File: src/rtl/axi_lite_up_bridge.sv
// AXI4-Lite slave to up_ipif master bridge: one outstanding write and one outstanding
// read, each issuing a single-cycle up_* request and waiting (bounded) for its ack.
module axi_lite_up_bridge #(
  parameter int C_ADDR_WIDTH = 10,
  parameter int C_DATA_WIDTH = 32,
  parameter int C_TIMEOUT    = 255
) (
  input  logic                      clk,
  input  logic                      rst_n,

  input  logic [C_ADDR_WIDTH+1:0]   s_axi_awaddr_i,
  input  logic                      s_axi_awvalid_i,
  output logic                      s_axi_awready_o,
  input  logic [C_DATA_WIDTH-1:0]   s_axi_wdata_i,
  input  logic [C_DATA_WIDTH/8-1:0] s_axi_wstrb_i,
  input  logic                      s_axi_wvalid_i,
  output logic                      s_axi_wready_o,
  output logic [1:0]                s_axi_bresp_o,
  output logic                      s_axi_bvalid_o,
  input  logic                      s_axi_bready_i,
  input  logic [C_ADDR_WIDTH+1:0]   s_axi_araddr_i,
  input  logic                      s_axi_arvalid_i,
  output logic                      s_axi_arready_o,
  output logic [C_DATA_WIDTH-1:0]   s_axi_rdata_o,
  output logic [1:0]                s_axi_rresp_o,
  output logic                      s_axi_rvalid_o,
  input  logic                      s_axi_rready_i,

  output logic [C_ADDR_WIDTH-1:0]   up_wr_addr_o,
  output logic [C_DATA_WIDTH/8-1:0] up_wr_be_o,
  output logic                      up_wr_req_o,
  output logic [C_DATA_WIDTH-1:0]   up_wr_din_o,
  input  logic                      up_wr_ack_i,
  output logic [C_ADDR_WIDTH-1:0]   up_rd_addr_o,
  output logic                      up_rd_req_o,
  input  logic [C_DATA_WIDTH-1:0]   up_rd_dout_i,
  input  logic                      up_rd_ack_i
);

  localparam int AW = C_ADDR_WIDTH + 2;
  localparam int SW = C_DATA_WIDTH / 8;
  localparam int CW = $clog2(C_TIMEOUT + 1);
  // Counter value in the C_TIMEOUT-th wait cycle; an ack there still wins.
  localparam logic [CW-1:0] TO_LAST = CW'(C_TIMEOUT - 1);

  localparam logic [1:0] WR_IDLE = 2'd0;
  localparam logic [1:0] WR_REQ  = 2'd1;
  localparam logic [1:0] WR_WAIT = 2'd2;
  localparam logic [1:0] WR_RESP = 2'd3;

  localparam logic [1:0] RD_IDLE = 2'd0;
  localparam logic [1:0] RD_REQ  = 2'd1;
  localparam logic [1:0] RD_WAIT = 2'd2;
  localparam logic [1:0] RD_RESP = 2'd3;

  localparam logic [1:0] RESP_OKAY   = 2'b00;
  localparam logic [1:0] RESP_SLVERR = 2'b10;

  logic [1:0]              wr_state_q, wr_state_d;
  logic                    aw_held_q, aw_held_d;
  logic                    w_held_q, w_held_d;
  logic [C_ADDR_WIDTH-1:0] wr_addr_q, wr_addr_d;
  logic [SW-1:0]           wr_be_q, wr_be_d;
  logic [C_DATA_WIDTH-1:0] wr_din_q, wr_din_d;
  logic [1:0]              bresp_q, bresp_d;
  logic [CW-1:0]           wr_cnt_q, wr_cnt_d;

  logic [1:0]              rd_state_q, rd_state_d;
  logic [C_ADDR_WIDTH-1:0] rd_addr_q, rd_addr_d;
  logic [C_DATA_WIDTH-1:0] rdata_q, rdata_d;
  logic [1:0]              rresp_q, rresp_d;
  logic [CW-1:0]           rd_cnt_q, rd_cnt_d;

  logic awready_s, wready_s, arready_s;
  logic aw_hs_s, w_hs_s, ar_hs_s;
  logic unused_addr_lsb_s;

  // Ready/valid are pure decodes of state flops, so no AXI input reaches an AXI output.
  assign awready_s = (wr_state_q == WR_IDLE) && !aw_held_q;
  assign wready_s  = (wr_state_q == WR_IDLE) && !w_held_q;
  assign arready_s = (rd_state_q == RD_IDLE);
  assign aw_hs_s   = s_axi_awvalid_i && awready_s;
  assign w_hs_s    = s_axi_wvalid_i && wready_s;
  assign ar_hs_s   = s_axi_arvalid_i && arready_s;

  assign unused_addr_lsb_s = ^{s_axi_awaddr_i[1:0], s_axi_araddr_i[1:0]};

  assign s_axi_awready_o = awready_s;
  assign s_axi_wready_o  = wready_s;
  assign s_axi_bvalid_o  = (wr_state_q == WR_RESP);
  assign s_axi_bresp_o   = bresp_q;
  assign s_axi_arready_o = arready_s;
  assign s_axi_rvalid_o  = (rd_state_q == RD_RESP);
  assign s_axi_rresp_o   = rresp_q;
  assign s_axi_rdata_o   = rdata_q;

  assign up_wr_req_o  = (wr_state_q == WR_REQ);
  assign up_wr_addr_o = wr_addr_q;
  assign up_wr_be_o   = wr_be_q;
  assign up_wr_din_o  = wr_din_q;
  assign up_rd_req_o  = (rd_state_q == RD_REQ);
  assign up_rd_addr_o = rd_addr_q;

  // Write path next-state: collect AW and W in any order, pulse req, await ack or timeout.
  always_comb begin
    wr_state_d = wr_state_q;
    aw_held_d  = aw_held_q;
    w_held_d   = w_held_q;
    wr_addr_d  = wr_addr_q;
    wr_be_d    = wr_be_q;
    wr_din_d   = wr_din_q;
    bresp_d    = bresp_q;
    wr_cnt_d   = wr_cnt_q;
    case (wr_state_q)
      WR_IDLE: begin
        if (aw_hs_s) begin
          wr_addr_d = s_axi_awaddr_i[AW-1:2];
          aw_held_d = 1'b1;
        end else begin
          aw_held_d = aw_held_q;
        end
        if (w_hs_s) begin
          wr_be_d  = s_axi_wstrb_i;
          wr_din_d = s_axi_wdata_i;
          w_held_d = 1'b1;
        end else begin
          w_held_d = w_held_q;
        end
        if ((aw_held_q || aw_hs_s) && (w_held_q || w_hs_s)) begin
          wr_state_d = WR_REQ;
          aw_held_d  = 1'b0;
          w_held_d   = 1'b0;
        end else begin
          wr_state_d = WR_IDLE;
        end
      end
      WR_REQ: begin
        wr_cnt_d   = {CW{1'b0}};
        wr_state_d = WR_WAIT;
      end
      WR_WAIT: begin
        if (up_wr_ack_i) begin
          bresp_d    = RESP_OKAY;
          wr_state_d = WR_RESP;
        end else if (wr_cnt_q == TO_LAST) begin
          bresp_d    = RESP_SLVERR;
          wr_state_d = WR_RESP;
        end else begin
          wr_cnt_d   = wr_cnt_q + CW'(1);
        end
      end
      WR_RESP: begin
        if (s_axi_bready_i) begin
          wr_state_d = WR_IDLE;
        end else begin
          wr_state_d = WR_RESP;
        end
      end
      default: begin
        wr_state_d = WR_IDLE;
      end
    endcase
  end

  // Read path next-state: capture AR, pulse req, register data or SLVERR on timeout.
  always_comb begin
    rd_state_d = rd_state_q;
    rd_addr_d  = rd_addr_q;
    rdata_d    = rdata_q;
    rresp_d    = rresp_q;
    rd_cnt_d   = rd_cnt_q;
    case (rd_state_q)
      RD_IDLE: begin
        if (ar_hs_s) begin
          rd_addr_d  = s_axi_araddr_i[AW-1:2];
          rd_state_d = RD_REQ;
        end else begin
          rd_state_d = RD_IDLE;
        end
      end
      RD_REQ: begin
        rd_cnt_d   = {CW{1'b0}};
        rd_state_d = RD_WAIT;
      end
      RD_WAIT: begin
        if (up_rd_ack_i) begin
          rdata_d    = up_rd_dout_i;
          rresp_d    = RESP_OKAY;
          rd_state_d = RD_RESP;
        end else if (rd_cnt_q == TO_LAST) begin
          rdata_d    = {C_DATA_WIDTH{1'b0}};
          rresp_d    = RESP_SLVERR;
          rd_state_d = RD_RESP;
        end else begin
          rd_cnt_d   = rd_cnt_q + CW'(1);
        end
      end
      RD_RESP: begin
        if (s_axi_rready_i) begin
          rd_state_d = RD_IDLE;
        end else begin
          rd_state_d = RD_RESP;
        end
      end
      default: begin
        rd_state_d = RD_IDLE;
      end
    endcase
  end

  // State and datapath registers for both paths.
  always_ff @(posedge clk or negedge rst_n) begin
    if (!rst_n) begin
      wr_state_q <= WR_IDLE;
      aw_held_q  <= 1'b0;
      w_held_q   <= 1'b0;
      wr_addr_q  <= {C_ADDR_WIDTH{1'b0}};
      wr_be_q    <= {SW{1'b0}};
      wr_din_q   <= {C_DATA_WIDTH{1'b0}};
      bresp_q    <= RESP_OKAY;
      wr_cnt_q   <= {CW{1'b0}};
      rd_state_q <= RD_IDLE;
      rd_addr_q  <= {C_ADDR_WIDTH{1'b0}};
      rdata_q    <= {C_DATA_WIDTH{1'b0}};
      rresp_q    <= RESP_OKAY;
      rd_cnt_q   <= {CW{1'b0}};
    end else begin
      wr_state_q <= wr_state_d;
      aw_held_q  <= aw_held_d;
      w_held_q   <= w_held_d;
      wr_addr_q  <= wr_addr_d;
      wr_be_q    <= wr_be_d;
      wr_din_q   <= wr_din_d;
      bresp_q    <= bresp_d;
      wr_cnt_q   <= wr_cnt_d;
      rd_state_q <= rd_state_d;
      rd_addr_q  <= rd_addr_d;
      rdata_q    <= rdata_d;
      rresp_q    <= rresp_d;
      rd_cnt_q   <= rd_cnt_d;
    end
  end

endmodule

File: config.mk
export PLATFORM = sky130hd
export DESIGN_NAME = axi_lite_up_bridge
export DESIGN_NICKNAME = d
export VERILOG_FILES = /design/src/rtl/axi_lite_up_bridge.sv
export SDC_FILE = /design/constraint.sdc
export NUM_CORES = 1
export LEC_CHECK = 0
export ABC_AREA = 1
export CORE_UTILIZATION = 43
export CTS_CLUSTER_SIZE = 8
export DETAILED_ROUTE_END_ITERATION = 8
export HOLD_SLACK_MARGIN = 0.1
export PLACE_DENSITY = 0.8
export SLEW_MARGIN = 20
export SYNTH_ARGS = -nofsm -noshare
export SYNTH_HDL_FRONTEND = slang
export SYNTH_SLANG_ARGS = --single-unit
File: constraint.sdc
create_clock -name clk -period 1.6 [get_ports clk]
set_input_delay 0.24 -clock clk [delete_from_list [all_inputs] [get_ports clk]]
set_output_delay 0.24 -clock clk [all_outputs]
set_load 0.005 [all_outputs]
Word-level counts from Yosys, hierarchy flattened

Cells that the tools add are included.

Add/sub/neg operators: 2
Eq/ne operators: 14
Muxes and demuxes: 26
Reduce and logical (&&, ||, !) cells: 27

Operator list:

| operator                                       | count |
|---|---|
| two-way mux 32 bit                             | 2 |
| two-way mux 8 bit                              | 4 |
| one-hot mux 8 bit (2 select lines)             | 2 |
| two-way mux 2 bit                              | 10 |
| adder 8 x 1 -> 8 bit (second input constant)   | 2 |
| == test 8 bit (second input constant)          | 2 |
| one-hot mux 2 bit (4 select lines)             | 2 |
| AND reduction 2 bit                            | 7 |
| nonzero test 2 bit                             | 6 |
| == test 2 bit (second input constant)          | 4 |
| inequality test 2 bit (second input constant)  | 4 |
| logical AND 1 bit                              | 6 |
| two-way mux 1 bit                              | 6 |
| inequality test 3 bit (second input constant)  | 2 |
| AND reduction 3 bit                            | 2 |
| == test 2 x 1 -> 1 bit (second input constant) | 2 |
| logical NOT 2 bit                              | 2 |
| logical NOT 1 bit                              | 2 |
| logical OR 1 bit                               | 2 |

Bits in registers: 114

Longest topological paths before layout

Depth in word-level cells: 7
Depth in mapped cells: 11
Mapped depth without buffers: 10

Least setup slack after synthesis

Ideal clock, no wire load.

Kind: register to register
Start: register wr_state_q[0]
End: register wr_be_q[0] (netlist: up_wr_be_o[0])
Setup time: 116 ps
Arrival time: 1365 ps
Setup slack: 119 ps
Cell stages (with the launch flop): 10
Buffers on the path: 2
Period minus slack after synthesis: 1481 ps
Cells stage by stage: dfrtp_1 inv_1 ha_1 inv_1 nor2_2 nand2_1 buf_4 buf_2 nand2_1 nand2_1

Longest elaborated chain between the ends: 4

RTL lines:

| element                       | RTL line | text |
|---|---|---|
| from (decl)                   | 59       | `logic [1:0] wr_state_q, wr_state_d;` |
| from (signal assigned)        | 228      | `wr_state_q <= wr_state_d;` |
| logical NOT 2 bit             | 80       | `assign wready_s = (wr_state_q == WR_IDLE) && !w_held_q;` |
| logical AND 1 bit             | 80       |  |
| named net s_axi_wready_o      | 17       | `output logic s_axi_wready_o,` |
| logical AND 1 bit             | 83       | `assign w_hs_s = s_axi_wvalid_i && wready_s;` |
| AND reduction 2 bit (no line) | -        |  |
| to (signal assigned)          | 218      | `wr_be_q <= {SW{1'b0}};` |
| to (signal assigned)          | 232      | `wr_be_q <= wr_be_d;` |
| to (decl)                     | 63       | `logic [SW-1:0] wr_be_q, wr_be_d;` |

The timed path passes the listed nets, and every way through them passes these cells.
A chain may end at the register's enable or synchronous reset.

Worst setup path in the final report

Start: register wr_state_q[0]
End: output s_axi_bvalid_o

Longest elaborated chain between the ends: 1

RTL lines:

| element       | RTL line | text |
|---|---|---|
| == test 2 bit | 90       | `assign s_axi_bvalid_o = (wr_state_q == WR_RESP);` |
| to (decl)     | 19       | `output logic s_axi_bvalid_o,` |

Every way passes these cells.

==> results.py <==
metrics = {
    "global_routing": {
        "grt_pass1_vias": 4540,
        "antenna_found_initial": 0,
        "gr-usage-met3_pct": 3.92,
        "grt_busiest_layer": "met2",
        "grt_use_met2_pct": 39.4,
        "grt_max_degree": 37,
        "grtUsageMet1_pct": 27.9,
        "grt_use_total_pct": 22.7,
        "grt-ovfl-total": 0,
        "grt_first_pass_wirelength_microns": 20900,
    },
    "hold_path": {
        "hp-class": "in -> async",
    },
    "sta": {
        "maxSlewViolCount": 0,
        "fin_skew_ns": 0.00480,
        "fin_setup_tns_ns": 0,
        "rsz0062_at_grt": "no",
        "hold_viol_final": 0,
        "finalCritPeriodShare_pct": 97.1,
        "period_minus_slack_ns": 1.55,
        "final-setup-viol-count": 0,
        "final.setup.worst_slack_ns": 0.0459,
        "timing.fmax_mhz": 643,
    },
    "power": {
        "ir_worst_vdd_mv": 1.11,
        "power_leakage_uw": 0.00356,
        "power_density_mw_per_mm2": 1700,
    },
    "logic_synthesis": {
        "synthArstFlopShare_pct": 100,
        "ys_seq_elements": 112,
        "ys_types": 27,
        "seq_area_frac_synth_pct": 57.4,
        "synth_edf_count": 0,
        "avgSynthCellArea_sq_um": 8.74,
        "synth_ff_type": "dfrtp_1",
        "synth_area_sq_mm": 0.00488,
        "synthCells": 559,
        "yosys_warnings": 0,
    },
    "clock_tree": {
        "clock_latency_ns": 0.34,
        "root_buffer": "clkbuf_16",
        "cts_buffers": 9,
        "clk_pin_slew_ns": 0.07,
        "cts_tree": "yes",
        "clock_sinks": 112,
        "h-tree-depth": 3,
        "clockBufferDepth": 2,
    },
    "detailed_routing": {
        "drtAntennaViolNets": 0,
        "wirelength_microns": 12700,
        "vias": 4436,
        "wl_per_cell_microns": 14.0,
        "via_per_inst": 4.89,
        "first_pass_iters": 4,
        "drc_errors": 0,
        "initialDrtViolationCount": 183,
    },
    "worst_setup_path": {
        "endpoint_kind": "primary output",
        "cp-start-kind": "register",
        "r2r_cells": 9,
        "path_cells": "buf_6, ha_2, dlygate4sd2_1",
        "slowest_delay_ns": 0.41,
        "path_max_fanout": 4,
        "rrSetupSlack_ns": 0.12,
        "crit_buf_inv": 2,
        "worst-endpoint-arrival_ns": 1.31,
        "crit_type": "reg -> out",
        "cpMaxStageDelayCell": "dfrtp_1",
        "cp_top_family": "flip-flops",
        "worstPathRequired_ns": 1.36,
        "r2r-end": "up_wr_din_o[31]",
        "rr_startpoint": "wr_state_q[0]",
    },
    "floorplan": {
        "core_area_sq_mm": 0.0109,
        "die_y_microns": 109,
        "start_util_pct": 44.7,
        "die_area_sq_mm": 0.0118,
        "io_pins": 200,
        "die_w_microns": 109,
        "rows": 38,
    },
    "final_layout": {
        "antennaDiodeCount": 0,
        "area_growth_pct": 53.0,
        "nFillCells": 828,
        "final_common_cell": "nand2_1",
        "final_cell_mix": "nand2_1, clkdlybuf4s50_1, dfrtp_1",
        "drive_gt1_share_pct": 9.39,
        "final_nets": 875,
    },
    "placement": {
        "dp_worst_setup_slack_ns": 0.0312,
        "dp_hpwl_microns": 9400,
        "port_buffers": 193,
        "place_congestion": 0.874,
    },
    "run": {
        "cap_violations": 0,
    },
    "outcome": {
        "status": "completed",
    },
}
==> stage by stage <==
stage / utilization, % / cells / total power (uW) / instance area (sq um) / hold WS [ns]
floorplan: - / 560 / 6930 / 4890 / -0.0556
global placement: 64.6 / 886 / 10000 / 7060 / 0.174
detailed placement: 64.6 / 886 / 10200 / 7060 / 0.183
CTS: 67.9 / 907 / 12700 / 7420 / 0.369
global route: 68.3 / 907 / 13600 / 7470 / 0.395
finish: 68.3 / 907 / 12700 / 7470 / 0.359
==> synthesized netlist by cell type, types with 4 or more instances <==
cell type / count / share of area [%]
o21ai_0: 20 / 2.0
inv_1: 29 / 2.2
nor2_1: 14 / 1.1
mux2_2: 10 / 2.3
a21oi_1: 4 / 0.41
nand2_1: 263 / 20
dfrtp_1: 112 / 57
o21bai_1: 4 / 0.61
buf_2: 13 / 1.3
ha_1: 12 / 3.1
buf_4: 6 / 0.92
nand3_1: 49 / 5.0
nand2_2: 4 / 0.51
==> flip-flops by register name, indices dropped and copies added, names as in the netlist <==
name	flops
aw_held_q	1
rd_cnt_q	8
w_held_q	1
up_wr_addr_o	10
up_wr_be_o	4
s_axi_rdata_o	32
wr_state_q	2
wr_cnt_q	8
s_axi_rresp_o	1
rd_state_q	2
up_wr_din_o	32
s_axi_bresp_o	1
up_rd_addr_o	10
==> logic make-up (layout without fill, tap and decap cells) <==
| group | after synthesis | in the layout | share of synthesized area, % |
|---|---|---|---|
| simple gates | 336 | 336 | 28.1 |
| fa+ha+maj | 12 | 12 | 3.07 |
| mux | 10 | 10 | 2.31 |
| other cells | 1 | 2 | 0.0768 |
| buf+inv | 55 | 262 | 5.33 |
| compound gates | 33 | 33 | 3.77 |
| flops | 112 | 112 | 57.4 |
==> where the power goes <==
part           internal [uW]  switching (uW)  total [uW]
logic                   3200            2430        5640
registers               3990             652        4640
clock network           1410             991        2400
==> worst reg2reg max path, cell delays in order, from the launching register on <==
cell	delay [ns]
dfrtp_1	0.39
inv_2	0.05
ha_2	0.19
inv_2	0.08
nor2_2	0.04
nand2_1	0.15
clkinv_1	0.14
buf_12	0.19
nand2_1	0.09
nand2_1	0.05
==> how the worst max path moves through the flow <==
stage,from,cells after the start,to,slack (ns)
6_report,wr_state_q[0],3,s_axi_bvalid_o,0.05
2_1_floorplan,wr_state_q[0],9,up_wr_be_o[0],0.12
3_5_place_dp,wr_state_q[0],5,s_axi_awready_o,0.03
5_1_grt,rd_cnt_q[0],8,s_axi_rdata_o[27],0.001
4_1_cts,wr_state_q[0],5,s_axi_awready_o,-0.07
3_3_place_gp,wr_state_q[0],5,s_axi_wready_o,0.07
==> metal layers <==
| metal | share of wire (%) | vias up |
|---|---|---|
| li1 | - | 2149 |
| met1 | 41 | 2121 |
| met2 | 52 | 136 |
| met3 | 5.1 | 30 |
| met4 | 2.7 | 0 |
| met5 | 0 | - |
==> repair_timing <==
item | in CTS | in global routing
cloned | 0 | 0
endpoints found under the setup margin | 7 | 56
resized for setup | 16 | 20
hold buffers | 1 | 0
pin swaps | 0 | 1
setup buffers | 4 | 0
endpoints found under the hold margin | 20 | 0
==> layout make-up <==
class | instances | area (sq um) | area share [%]
Timing Repair Buffer | 215 | 2180 | 29.1
Clock buffer | 11 | 243 | 3.25
Sequential cell | 112 | 2800 | 37.5
Multi-Input combinational cell | 393 | 1880 | 25.1
Clock inverter | 5 | 80.1 | 1.07
Inverter | 31 | 120 | 1.61
Tap cell | 140 | 175 | 2.34
No activity file was read; power rests on OpenSTA's default activity.
